==> src/rtl/ir_nec_tx.sv <==
// NEC infrared frame transmitter: fractional-accumulator carrier gated by an NEC mark/space sequencer.
// Optional repeat-code support is enabled with the IR_REPEAT_EN macro.
module ir_nec_tx #(
    parameter int FCLK       = 50_000_000,
    parameter int CARRIER_HZ = 38_000,
    parameter int UNIT_HZ    = 1_778
) (
    input  logic       clk,
    input  logic       reset_n,
    input  logic       start,
    input  logic [7:0] addr,
    input  logic [7:0] cmd,
    input  logic       rpt,
    output logic       ready,
    output logic       busy,
    output logic       done,
    output logic       ir_out
);

    localparam int UNIT_CYC = FCLK / UNIT_HZ;
    localparam int ACC_W    = $clog2(FCLK) + 1;
    localparam int UNIT_W   = $clog2(UNIT_CYC);

    localparam logic [ACC_W-1:0]  STEP      = ACC_W'(2 * CARRIER_HZ);
    localparam logic [ACC_W-1:0]  WRAP      = ACC_W'(FCLK);
    localparam logic [UNIT_W-1:0] UNIT_LAST = UNIT_W'(UNIT_CYC - 1);

    typedef enum logic [2:0] {
        S_IDLE,
        S_LEAD_MARK,
        S_LEAD_SPACE,
        S_BIT_MARK,
        S_BIT_SPACE,
`ifdef IR_REPEAT_EN
        S_RPT_SPACE,
`endif
        S_STOP_MARK
    } state_t;

    state_t            state_q, state_d;
    logic [ACC_W-1:0]  acc_q, acc_d, acc_sum;
    logic              carrier_q, carrier_d;
    logic [UNIT_W-1:0] unit_q, unit_d;
    logic [4:0]        dur_q, dur_d, dur_last;
    logic [31:0]       shreg_q, shreg_d;
    logic [5:0]        bit_q, bit_d;
    logic              rpt_q, rpt_d;
    logic              done_d, ir_d, mark_d;
    logic              unit_end, state_end, accept;

    assign acc_sum   = acc_q + STEP;
    assign unit_end  = (unit_q == UNIT_LAST);
    assign state_end = unit_end && (dur_q == dur_last);
    assign accept    = start && (state_q == S_IDLE);
    assign ready     = (state_q == S_IDLE);
    assign busy      = ~ready;

`ifndef IR_REPEAT_EN
    logic unused_rpt;
    assign unused_rpt = rpt_q;
`endif

    // Last unit index (duration - 1) of the current state.
    always_comb begin
        dur_last = 5'd0;
        case (state_q)
            S_LEAD_MARK:  dur_last = 5'd15;
            S_LEAD_SPACE: dur_last = 5'd7;
            S_BIT_SPACE:  dur_last = shreg_q[0] ? 5'd2 : 5'd0;
`ifdef IR_REPEAT_EN
            S_RPT_SPACE:  dur_last = 5'd3;
`endif
            default:      dur_last = 5'd0;
        endcase
    end

    // NOTE: every output of this block gets a default first, so no path can leave one unassigned and infer a latch.
    always_comb begin
        state_d   = state_q;
        unit_d    = '0;
        dur_d     = dur_q;
        shreg_d   = shreg_q;
        bit_d     = bit_q;
        rpt_d     = rpt_q;
        done_d    = 1'b0;

        // The remainder is carried over, so the long-term carrier rate is exact.
        if (acc_sum >= WRAP) begin
            acc_d     = acc_sum - WRAP;
            carrier_d = ~carrier_q;
        end else begin
            acc_d     = acc_sum;
            carrier_d = carrier_q;
        end

        if (state_q != S_IDLE) begin
            unit_d = unit_end ? '0 : unit_q + 1'b1;
            if (unit_end) begin
                dur_d = state_end ? 5'd0 : dur_q + 5'd1;
            end
        end

        case (state_q)
            S_IDLE: begin
                if (accept) begin
                    state_d   = S_LEAD_MARK;
                    acc_d     = '0;
                    carrier_d = 1'b0;
                    dur_d     = 5'd0;
                    shreg_d   = {~cmd, cmd, ~addr, addr};
                    bit_d     = 6'd0;
                    rpt_d     = rpt;
                end
            end
            S_LEAD_MARK: begin
                if (state_end) begin
`ifdef IR_REPEAT_EN
                    state_d = rpt_q ? S_RPT_SPACE : S_LEAD_SPACE;
`else
                    state_d = S_LEAD_SPACE;
`endif
                end
            end
            S_LEAD_SPACE: if (state_end) state_d = S_BIT_MARK;
            S_BIT_MARK:   if (state_end) state_d = S_BIT_SPACE;
            S_BIT_SPACE: begin
                if (state_end) begin
                    shreg_d = {1'b0, shreg_q[31:1]};
                    bit_d   = bit_q + 6'd1;
                    state_d = (bit_q == 6'd31) ? S_STOP_MARK : S_BIT_MARK;
                end
            end
`ifdef IR_REPEAT_EN
            S_RPT_SPACE:  if (state_end) state_d = S_STOP_MARK;
`endif
            S_STOP_MARK: begin
                if (state_end) begin
                    state_d = S_IDLE;
                    done_d  = 1'b1;
                end
            end
            default: state_d = S_IDLE;
        endcase

        mark_d = (state_d == S_LEAD_MARK) || (state_d == S_BIT_MARK) ||
                 (state_d == S_STOP_MARK);
        ir_d   = carrier_d & mark_d;
    end

    // NOTE: sequential state uses non-blocking assignments so every register samples pre-edge values.
    always_ff @(posedge clk) begin
        if (!reset_n) begin
            state_q   <= S_IDLE;
            acc_q     <= '0;
            carrier_q <= 1'b0;
            unit_q    <= '0;
            done      <= 1'b0;
            ir_out    <= 1'b0;
        end else begin
            state_q   <= state_d;
            acc_q     <= acc_d;
            carrier_q <= carrier_d;
            unit_q    <= unit_d;
            done      <= done_d;
            ir_out    <= ir_d;
        end
    end

    // NOTE: payload and counters are reloaded on every acceptance, so they carry no reset.
    always_ff @(posedge clk) begin
        dur_q   <= dur_d;
        shreg_q <= shreg_d;
        bit_q   <= bit_d;
        rpt_q   <= rpt_d;
    end

endmodule

==> config.mk <==
export PLATFORM = sky130hd
export DESIGN_NAME = ir_nec_tx
export DESIGN_NICKNAME = d
export VERILOG_FILES = /design/src/rtl/ir_nec_tx.sv
export SDC_FILE = /design/constraint.sdc
export NUM_CORES = 1
export LEC_CHECK = 0
export BUFFER_PORTS_ARGS = -buffer_cell sky130_fd_sc_hd__buf_2
export CAP_MARGIN = 20
export CORE_AREA = 2 2 91 93
export DETAILED_ROUTE_END_ITERATION = 8
export DIE_AREA = 0 0 93 95
export GPL_TIMING_DRIVEN = 0
export PLACE_DENSITY = 0.81
export SYNTH_ARGS = -nofsm -noshare
export SYNTH_HDL_FRONTEND = slang
export SYNTH_SLANG_ARGS = --single-unit
==> constraint.sdc <==
create_clock -name clk -period 6.6 [get_ports clk]
set_clock_uncertainty 0.05 [all_clocks]
set_input_delay 0.99 -clock clk [delete_from_list [all_inputs] [get_ports clk]]
set_output_delay 0.99 -clock clk [all_outputs]
set_load 0.005 [all_outputs]
-- After elaboration in Yosys (flattened, before gate mapping)
Index checks and enable logic that the tools add are counted.
- add/sub/neg operators: 5
- multiply operators: 0
- div/mod/pow operators: 0
- magnitude comparators: 1
- eq/ne operators: 13
- shift operators: 0
- mux-type cells: 28
- bitwise gates (word level): 7
- reduce and logical (&&, ||, !) cells: 10
- operators by type and width (cell ; number):
    27-bit 2-to-1 mux ; 3
    32-bit 2-to-1 mux ; 2
    32-bit one-hot mux with 2 select lines ; 1
    27-bit by 17-bit adder with 27-bit output, second input constant ; 1
    27-bit by 26-bit greater-or-equal comparator with 1-bit output, second input constant ; 1
    27-bit by 26-bit subtractor with 27-bit output, second input constant ; 1
    5-bit 2-to-1 mux ; 5
    3-bit 2-to-1 mux ; 7
    3-bit one-hot mux with 6 select lines ; 1
    8-bit inverter ; 2
    15-bit by 1-bit adder with 15-bit output, second input constant ; 1
    15-bit equality test, second input constant ; 1
    6-bit 2-to-1 mux ; 2
    4-bit one-hot mux with 3 select lines ; 1
    6-bit one-hot mux with 2 select lines ; 1
    3-bit by 2-bit equality test with 1-bit output, second input constant ; 3
    3-bit equality test, second input constant ; 3
    6-bit by 1-bit adder with 6-bit output, second input constant ; 1
    3-bit by 1-bit equality test with 1-bit output, second input constant ; 2
    6-bit by 5-bit equality test with 1-bit output, second input constant ; 1
    5-bit by 1-bit adder with 5-bit output, second input constant ; 1
    5-bit equality test ; 1
    1-bit 2-to-1 mux ; 4
    1-bit inverter ; 4
    12 further kinds ; 14
- register bits after elaboration: 91
- bits in latches: 0
- memory bits (writable): 0
- ROM bits: 0
- output and inout port bits: 4
- word-level logic and storage cells: 73
- memories: 0

-- Depth between registers and ports, before layout
Gate-level depths: netlist of run 1.
- word-level depth: 10
- depth in mapped cells: 12
- gate-level depth less buffers: 11

-- Worst setup path after synthesis of run 1
No wires, ideal clock.
- path type: flip-flop to flip-flop
- from: register state_q[2]
- to: register bit_q[0] (enable)
- setup time: 480 ps
- arrival time: 4536 ps
- data required time: 6070 ps
- slack: 1534 ps
- stages on the path, launching flop included: 10
- buffers on the path: 2
- clock period less this slack: 5066 ps
- cell sequence: dfxtp_1 > clkbuf_1 > nand2b_1 > nor2_1 > a21boi_0 > o32ai_1 > and3_1 > clkbuf_1 > mux2i_1 > nor3_1
- longest elaborated chain between the ends: 6
- elaborated cells between the ends (all ways): 12
- those cells by class: eq/ne: 6; mux: 1; reduce/logical: 5
- RTL lines (item ; line ; text):
    start, declared ; 40 ; state_t state_q, state_d;
    start signal, assigned ; 160 ; state_q <= state_d;
    3-bit equality test, or another cell as far along ; 66, 103 ;
    4-bit one-hot mux with 3 select lines ; 66 ; case (state_q)
    5-bit equality test ; 53 ; assign state_end = unit_end && (dur_q == dur_last);
    1-bit logical AND ; 53 ;
    2-bit inequality test (no line) ; n/a ;
    3-bit AND reduction (no line) * ; n/a ;
    end signal, assigned ; 173 ; bit_q <= bit_d;
    end, declared ; 46 ; logic [5:0] bit_q, bit_d;
Mark *: on every way between the ends. The rest lies on a longest branch, timed or not.
A chain may end at the register's enable or synchronous reset.

-- Worst setup path in the final report of run 1
Same ends and word-level chain as after synthesis.

==> impl_metrics.ini, run 1 <==
[die]
io_pins = 24
row_count = 33
die_x_um = 93
start_util = 0.580
die-height_um = 95
core-area_sq_mm = 0.00793
dieArea_sq_mm = 0.00884

[yosys]
synth_edf_count = 38
synth_area_sq_mm = 0.00460
synthAdderAreaFrac = 0.0163
yosysWarnings = 0
async_flop_share = 0
synth-seq-cells = 86
ys_types = 68
synth_cells = 498
muxShareOfSynthArea = 0.0133
synth_top_family_by_area = simple AND/OR/NAND/NOR gates
synth_xor_area_frac = 0.0876
syn-num-nets = 524
synth_compound_area_frac = 0.146
ys.flop_type = dfxtp_1
synth.yosys.seq_area_share = 0.457
avgSynthCellArea_sq_um = 9.23
synth-simple-area-share = 0.250

[worst_setup_path]
worstPathRequired_ns = 6.62
crit_type = flop to flop
startpoint = state_q[2]
crit_path_end_kind = flop
cp_max_fo = 12
critical_path_arrival_ns = 3.83
start_kind = flop
rr_startpoint = state_q[2]

[sta]
timing.fmax_mhz = 263
fin_setup_tns_ns = 0
slew_violations = 0
timing.final.crit_share = 0.577
hold_viol = 0
min_period_ns = 3.81
max_slew_margin = 0.545
setup_viol = 0
rsz0062_at_grt = no
worst_pin_slew_ns = 0.676

[global_routing]
grtUsageTotal = 0.223
grt_overflow = 0
grt_pass1_wl_um = 15800
grt_max_degree = 16
grt_pass1_vias = 3554
antenna_found_initial = 0

[clock_network]
cts-root-buf = clkbuf_8
cts.clk_slew.worst_paths_ns = 0.09
cts.sinks = 86
cts.htree.levels = 3
postCtsHoldBufs = 0
cts_buffers = 9
clockBufferDepth = 2
post_cts_resize_count = 0
post_cts_buffers = 0
insertion_delay_ns = 0.36
cts_tree = done

[run]
maxCapViolCount = 0

[place]
dp_hpwl_um = 6650
dpl.cell_count = 628
portBuffers = 22
gp_congestion = 0.860

[drt]
vias = 3694
vias_per_cell = 5.74
drtPass1Iterations = 5
wl_per_cell_um = 14.6
drc = 0
drt_iter0_drc = 234
wirelength_um = 9390
postRouteAntennaNets = 0

[pwr]
power.density_mw_per_mm2 = 234
vdd_ir_drop_max_mv = 0.115
p_leak_nw = 1.93

[finish]
nets = 560
layoutNonFillerInstCount = 644
insertedDiodeCount = 0
final_core_util = 0.647
area_growth_pct = 11.6
drive_above_1_share = 0.126

[outcome]
status = complete, no violations

[hold_path]
worstHoldPathType = flop to flop
min_from = unit_q[0]
synthesized netlist by cell type, drive strengths merged (3+ instances only):
master	instances	area, sq um
nand2b	4	25.0
a211oi	3	32.5
clkbuf	11	41.3
buf	9	48.8
xor2	22	193
a21o	3	22.5
a21boi	3	26.3
nor3	8	45.0
nor3b	8	76.3
nand3b	3	22.5
and2	5	31.3
nand2	73	277
o211a	3	30.0
nor2	55	206
o21a	18	135
xnor2	24	210
and3	10	62.6
or3	9	56.3
nand4	7	58.8
a21oi	26	141
edfxtp	38	1140
o21ai	17	85.1
dfxtp	48	961
o211ai	3	36.3
mux2i	5	50.1
nand3	22	110
inv	12	45.0
or2	5	31.3
ha	6	75.1
nor2b	6	40.0
state kept, by name, indices dropped and copies added (netlist names):
| name | count |
|---|---|
| acc_q | 22 |
| shreg_q | 32 |
| bit_q | 6 |
| carrier_q | 1 |
| dur_q | 5 |
| unit_q | 15 |
| ir_out | 1 |
| state_q | 3 |
| done | 1 |
critical path, stage by stage, from the launching register on:
cell,delay [ns]
dfxtp_1,0.31
clkbuf_1,0.33
nand2b_1,0.20
nor2_1,0.55
a21boi_0,0.21
o32ai_1,0.24
and3_1,0.18
clkbuf_1,0.34
mux2i_1,0.16
nor3_2,0.53
buf_6,0.24
buf_6,0.17
layer usage:
metal	wire length (um)	vias up	global-route usage
li1	-	1828	-
met1	4380	1771	0.279
met2	4510	84	0.390
met3	384	11	0.0335
met4	107	0	0.0882
met5	0	-	0
final timing paths:
check	slack, ns	depth (start not counted)	end
setup reg to reg	2.79	11	bit_q[0]
hold reg to reg	0.45	1	unit_q[0]
hold / removal	0.45	1	unit_q[0]
setup / recovery	2.79	11	bit_q[0]
placed cells by master, fill, tap and decap left out, types with 12 or more instances in the layout:
cell type,instances
dfxtp_1,48
nand3_1,22
o21a_1,18
inv_1,12
xor2_1,22
o21ai_0,17
nand2_1,72
nor2_1,55
xnor2_1,24
buf_2,28
a21oi_1,25
edfxtp_1,38
kinds of logic (layout without fill, tap and decap cells):
kind of cell | after synthesis | after routing
compound gates | 94 | 94
xor+xnor | 46 | 46
fa+ha+maj | 6 | 6
buf+inv | 32 | 73
flops | 86 | 86
mux | 6 | 6
simple gates | 228 | 228
area by class of cell:
cell class / count / area, sq um
Clock inverter: 6 / 116
Sequential cell: 86 / 2100
Inverter: 12 / 45.0
Clock buffer: 10 / 138
Multi-Input combinational cell: 380 / 2360
Fill cell: 667 / 2800
Buffer: 20 / 90.1
Timing Repair Buffer: 25 / 144
Tap cell: 105 / 131
where the power goes:
group | internal (W) | switching (W) | leakage, nW
clock network | 0.000265 | 0.000202 | 0.127
registers | 0.000580 | 0.0000127 | 0.753
logic | 0.0000540 | 0.0000885 | 1.05
total | 0.000898 | 0.000303 | 1.93
metrics by stage:
stage	cell area [sq um]	worst slack [ns]	power, W	hold slack (ns)
finish	5130	2.79	0.00120	0.452
detailed placement	4880	2.80	0.000745	0.436
global route	5130	2.42	0.00124	0.494
floorplan	4600	1.53	0.000707	0.403
CTS	5130	2.75	0.00120	0.451
global placement	4840	0.131	0.000737	0.423
Power figures use the tool's default switching activity.
==> inputs of run 2 (changes only) <==
==> constraint.sdc (replaced) <==
create_clock -name clk -period 3.7 [get_ports clk]
set_clock_uncertainty 0.05 [all_clocks]
set_input_delay 0.555 -clock clk [delete_from_list [all_inputs] [get_ports clk]]
set_output_delay 0.555 -clock clk [all_outputs]
set_load 0.005 [all_outputs]
==> run 2 against run 1 <==
Net effect: critical endpoint is now acc_q[22]; via count fell by 0.35%; final cell count fell by 0.16%; die area did not move; combinational power rose by 80%; global-route usage fell by 0.92 points; critical path type unchanged; sequential cell count did not move.
==> impl_metrics.ini, run 2 (same netlist as run 1, synthesis figures left out) <==
[global_routing]
grt_overflow = 0
grt_max_degree = 23
antenna_found_initial = 0
grt_pass1_vias = 3501
grtUsageTotal = 0.214
grt_pass1_wl_um = 15300

[pwr]
power.density_mw_per_mm2 = 389
vdd_ir_drop_max_mv = 0.233
power_frac_comb = 0.130
p_leak_nw = 1.91
netSwitchingFraction = 0.279
p_int_w = 0.00143
p_clk_frac = 0.339
seqPwrFrac = 0.531
switchingPower_w = 0.000555

[die]
die-height_um = 95
core-area_sq_mm = 0.00793
start_util = 0.580
io_pins = 24
dieArea_sq_mm = 0.00884
die_x_um = 93
row_count = 33

[worst_setup_path]
worstPathRequired_ns = 3.94
cp_max_fo = 8
rr_startpoint = acc_q[5]
worst_r2r_path_depth = 11
start_kind = flop
crit_type = flop to flop
slowest_delay_ns = 0.52
critical_path_arrival_ns = 3.69
worstPathCellList = inv_1 -> ha_1 -> nor2b_2 -> o211a_1 -> or3_1 -> a222oi_1 -> nor3b_4 -> o211ai_4 -> nand2_2 -> nor3b_1 -> mux2i_1
slowest_stage = a222oi_1
cp_num_buf_inv = 1
critPathTopFamily = simple AND/OR/NAND/NOR gates
timing.rr.end = acc_q[22]
reg2reg_slack_ns = 0.25
crit_path_end_kind = flop

[clock_network]
cts.sinks = 86
cts.htree.levels = 3
clockBufferDepth = 2
cts-root-buf = clkbuf_8
cts_tree = done
insertion_delay_ns = 0.36
cts.clk_slew.worst_paths_ns = 0.10
postCtsHoldBufs = 0
cts_buffers = 9

[drt]
wl_per_cell_um = 14.0
vias = 3681
postRouteAntennaNets = 0
vias_per_cell = 5.72
drtPass1Iterations = 4
drc = 0
wirelength_um = 9030
drt_iter0_drc = 274

[finish]
fill_cells = 642
largest_reg_flops = 32
top_regs = shreg_q (32), acc_q (22), unit_q (15)
layoutNonFillerInstCount = 643
layout_common_cells = nand2_1, nor2_1, dfxtp_1, edfxtp_1, buf_2
top_register = shreg_q
design_area_sq_mm = 0.00511
drive_above_1_share = 0.130
layout_commonest_cell = nand2_1
area_growth_pct = 11.3
nets = 559
insertedDiodeCount = 0

[sta]
worst_pin_slew_ns = 0.597
hold_viol = 0
timing.final.crit_share = 0.932
max_slew_margin = 0.597
rsz0062_at_grt = no
setup_viol = 0
slew_violations = 0
setup_ws_ns = 0.251
timing.fmax_mhz = 290
fin_setup_tns_ns = 0
min_period_ns = 3.45

[outcome]
status = complete, no violations

[hold_path]
whs_path_depth = 3
whs_endpoint = shreg_q[2]
worstHoldPathType = input port to flop
min_from = addr[2]

[run]
maxCapViolCount = 0

[place]
dpl.cell_count = 626
pre_cts_slack_ns = -0.157
place_area_sq_mm = 0.00488
portBuffers = 22
dp_hpwl_um = 6490
gp_congestion = 0.872
-- run 2: per-layer routing --
layer,GRT usage,vias to the layer above,wire length (um)
li1,-,1837,-
met1,0.266,1754,4210
met2,0.377,79,4360
met3,0.0407,11,356
met4,0.0699,0,105
met5,0,-,0
-- run 2: what timing repair did --
item,CTS,global route
gates resized for setup,0,4
gates cloned,0,0
buffers inserted,1,0
setup endpoints to repair,22,54
hold endpoints to repair,0,0
pin swaps,1,0
-- run 2: power by group through the flow --
stage	clock network, W	registers, W	logic (W)
6_report	0.000674	0.00106	0.000258
3_3_place_gp	0	0.00108	0.000237
3_5_place_dp	0	0.00108	0.000250
5_1_grt	0.000717	0.00106	0.000289
4_1_cts	0.000684	0.00106	0.000256
2_1_floorplan	0	0.00107	0.000188
-- run 2: final cells by class --
type	count	area, sq um	area share
Buffer	20	90.1	0.0176
Tap cell	105	131	0.0257
Multi-Input combinational cell	380	2380	0.466
Timing Repair Buffer	24	158	0.0308
Clock inverter	6	55.1	0.0108
Sequential cell	86	2100	0.411
Inverter	12	45.0	0.00881
Clock buffer	10	149	0.0291
-- run 2: worst max-delay path by stage --
stage                  endpoint  cells past startpoint  slack, ns        from
global placement    shreg_q[21]                      9      -0.49  state_q[2]
CTS                   acc_q[20]                     12       0.15    acc_q[5]
floorplan              bit_q[0]                      9       0.33  state_q[2]
global route          acc_q[15]                     12       0.02    acc_q[5]
detailed placement  shreg_q[20]                     10      -0.16  state_q[2]
finish                acc_q[22]                     11       0.25    acc_q[5]
-- run 2: worst reg2reg max path, delay by kind of cell, from the launching register on --
family / cells / cell delay (ns)
simple gates: 5 / 1.42
compound gates: 3 / 0.90
flops: 1 / 0.45
fa+ha+maj: 1 / 0.29
mux: 1 / 0.22
buf+inv: 1 / 0.07
-- run 2: stage by stage --
stage	hold slack [ns]	total power [W]	utilization
floorplan	0.403	0.00126	-
global placement	0.422	0.00131	0.612
detailed placement	0.435	0.00133	0.615
CTS	0.421	0.00200	0.643
global route	0.439	0.00207	0.645
finish	0.427	0.00199	0.645
==> inputs of run 3 (changes only) <==
--- a/config.mk
+++ b/config.mk
@@ -11,7 +11,9 @@
 export DETAILED_ROUTE_END_ITERATION = 8
 export DIE_AREA = 0 0 93 95
 export GPL_TIMING_DRIVEN = 0
+export HOLD_SLACK_MARGIN = 0.12
 export PLACE_DENSITY = 0.81
+export REMOVE_ABC_BUFFERS = 1
 export SYNTH_ARGS = -nofsm -noshare
 export SYNTH_HDL_FRONTEND = slang
 export SYNTH_SLANG_ARGS = --single-unit
==> run 3 against run 2 <==
Net effect: total power increased by 3.0%; sequential share of layout area rose by 0.50 points; register-to-register slack worse by 0.06 ns; sequential power is essentially flat; first-iteration DRC count shrank 34%; sequential cell count unchanged; critical path depth is 1 higher; clock power increased by 11%; design area is 1.2% lower; non-clock buffer count shrank 16; largest cell class unchanged; largest power group unchanged; highest routed layer unchanged.
==> impl_metrics.ini, run 3 (same netlist as run 1, synthesis figures left out) <==
[drt]
wirelength_um = 8780
postRouteAntennaNets = 0
drc = 0
vias_per_cell = 5.69
drt_iter0_drc = 182
vias = 3565
drtPass1Iterations = 5
wl_per_cell_um = 14.0

[finish]
layout_commonest_cell = nand2_1
fill_cells = 673
drive_above_1_share = 0.126
area_growth_pct = 9.93
top_regs = shreg_q (32), acc_q (22), unit_q (15)
final_core_util = 0.637
insertedDiodeCount = 0
final-seq-area_sq_mm = 0.00210
nets = 543
top_register = shreg_q
multiInputGateArea_sq_mm = 0.00238
largest_reg_flops = 32
layout_common_cells = nand2_1, nor2_1, dfxtp_1, edfxtp_1

[hold_path]
whs_path_depth = 3
worstHoldPathType = input port to flop

[worst_setup_path]
start_kind = flop
crit_path_end_kind = flop
worstPathCellList = inv_1 -> ha_1 -> nor2b_2 -> o211a_1 -> or3_1 -> a222oi_1 -> buf_4 -> nor3b_4 -> o211ai_4 -> nand2_4 -> nor3b_1 -> mux2i_1
critPathTopFamily = simple AND/OR/NAND/NOR gates
cp.depth = 12
crit_type = flop to flop
critical_path_arrival_ns = 3.76
slowest_delay_ns = 0.46
cp_max_fo = 12
slowest_stage = dfxtp_1
worst_r2r_path_depth = 12
worstPathRequired_ns = 3.94
cp_num_buf_inv = 2

[sta]
setup_viol = 0
fin_hold_ws_ns = 0.421
timing.final.crit_share = 0.950
timing.fmax_mhz = 285
rsz0062_at_grt = no
worst_pin_slew_ns = 0.823
min_period_ns = 3.51
slew_violations = 0
hold_viol = 0
max_slew_margin = 0.450
setup_ws_ns = 0.186

[global_routing]
grt_pass1_wl_um = 15200
grt_overflow = 0
grtUsageTotal = 0.215
grt_pass1_vias = 3464
antenna_found_initial = 0
grt_max_degree = 38

[clock_network]
cts_buffers = 9
cts.sinks = 86
cts.clk_slew.worst_paths_ns = 0.09
cts-root-buf = clkbuf_8
insertion_delay_ns = 0.36
cts_tree = done
cts.htree.levels = 3
clockBufferDepth = 2

[run]
maxCapViolCount = 0

[outcome]
status = complete, no violations

[die]
die_x_um = 93
io_pins = 24
dieArea_sq_mm = 0.00884
core-area_sq_mm = 0.00793
die-height_um = 95
start_util = 0.580
row_count = 33

[place]
gp_congestion = 0.823
portBuffers = 22
dp_hpwl_um = 6090
pre_cts_slack_ns = 0.0433

[pwr]
p_leak_nw = 1.88
total_power_w = 0.00205
vdd_ir_drop_max_mv = 0.248
power.density_mw_per_mm2 = 405
run 3: cell types whose count changed in the layout (fill, tap and decap cells not counted), sizes merged:
cell,previous run,this run
clkinvlp,0,2
buf,33,28
bufinv,0,2
clkinv,1,0
clkbuf,21,9
inv,17,15
run 3: power by group:
part           internal [W]  switching (W)  total (W)
sequential          0.00103      0.0000422    0.00108
combinational     0.0000906       0.000135   0.000225
clock              0.000389       0.000357   0.000747
run 3: timing repair:
item / 4_1_cts / 5_1_grt
gates resized for setup: 0 / 3
setup endpoints to repair: 0 / 18
setup buffers: 0 / 1
hold buffers: 0 / 0
run 3: worst min-delay path, delay by kind of cell:
kind          cells  cell delay, ns
simple gates      2            0.09
buf+inv           1            0.09
run 3: routing by layer:
metal  up-vias  wire length [um]  global-route usage
li1       1797                 -                   -
met1      1682              4120               0.279
met2        73              4200               0.363
met3        13               298              0.0327
met4         0               163              0.0882
met5         -                 0                   0
run 3: area by class of cell:
type | count | area share
tap | 105 | 0.0260
inverter | 12 | 0.00891
timing repair buffer | 28 | 0.0337
multi-input combinational | 380 | 0.470
clock inverter | 7 | 0.0205
clock buffer | 9 | 0.0245
sequential | 86 | 0.416
run 3: worst paths after layout:
check                  start     endpoint  slack, ns
setup / recovery    acc_q[5]    acc_q[22]       0.19
hold / removal        cmd[7]  shreg_q[23]       0.42
setup reg to reg    acc_q[5]    acc_q[22]       0.19
hold reg to reg   unit_q[14]   unit_q[14]       0.44
run 3: per-stage QoR:
| step | area [sq um] | std cells | setup TNS [ns] |
|---|---|---|---|
| 3_3_place_gp | 4750 | 605 | -126.85 |
| 5_1_grt | 5050 | 627 | 0 |
| 3_5_place_dp | 4810 | 610 | 0 |
| 4_1_cts | 5030 | 626 | 0 |
| 2_1_floorplan | 4510 | 478 | -55.64 |
| 6_report | 5050 | 627 | 0 |
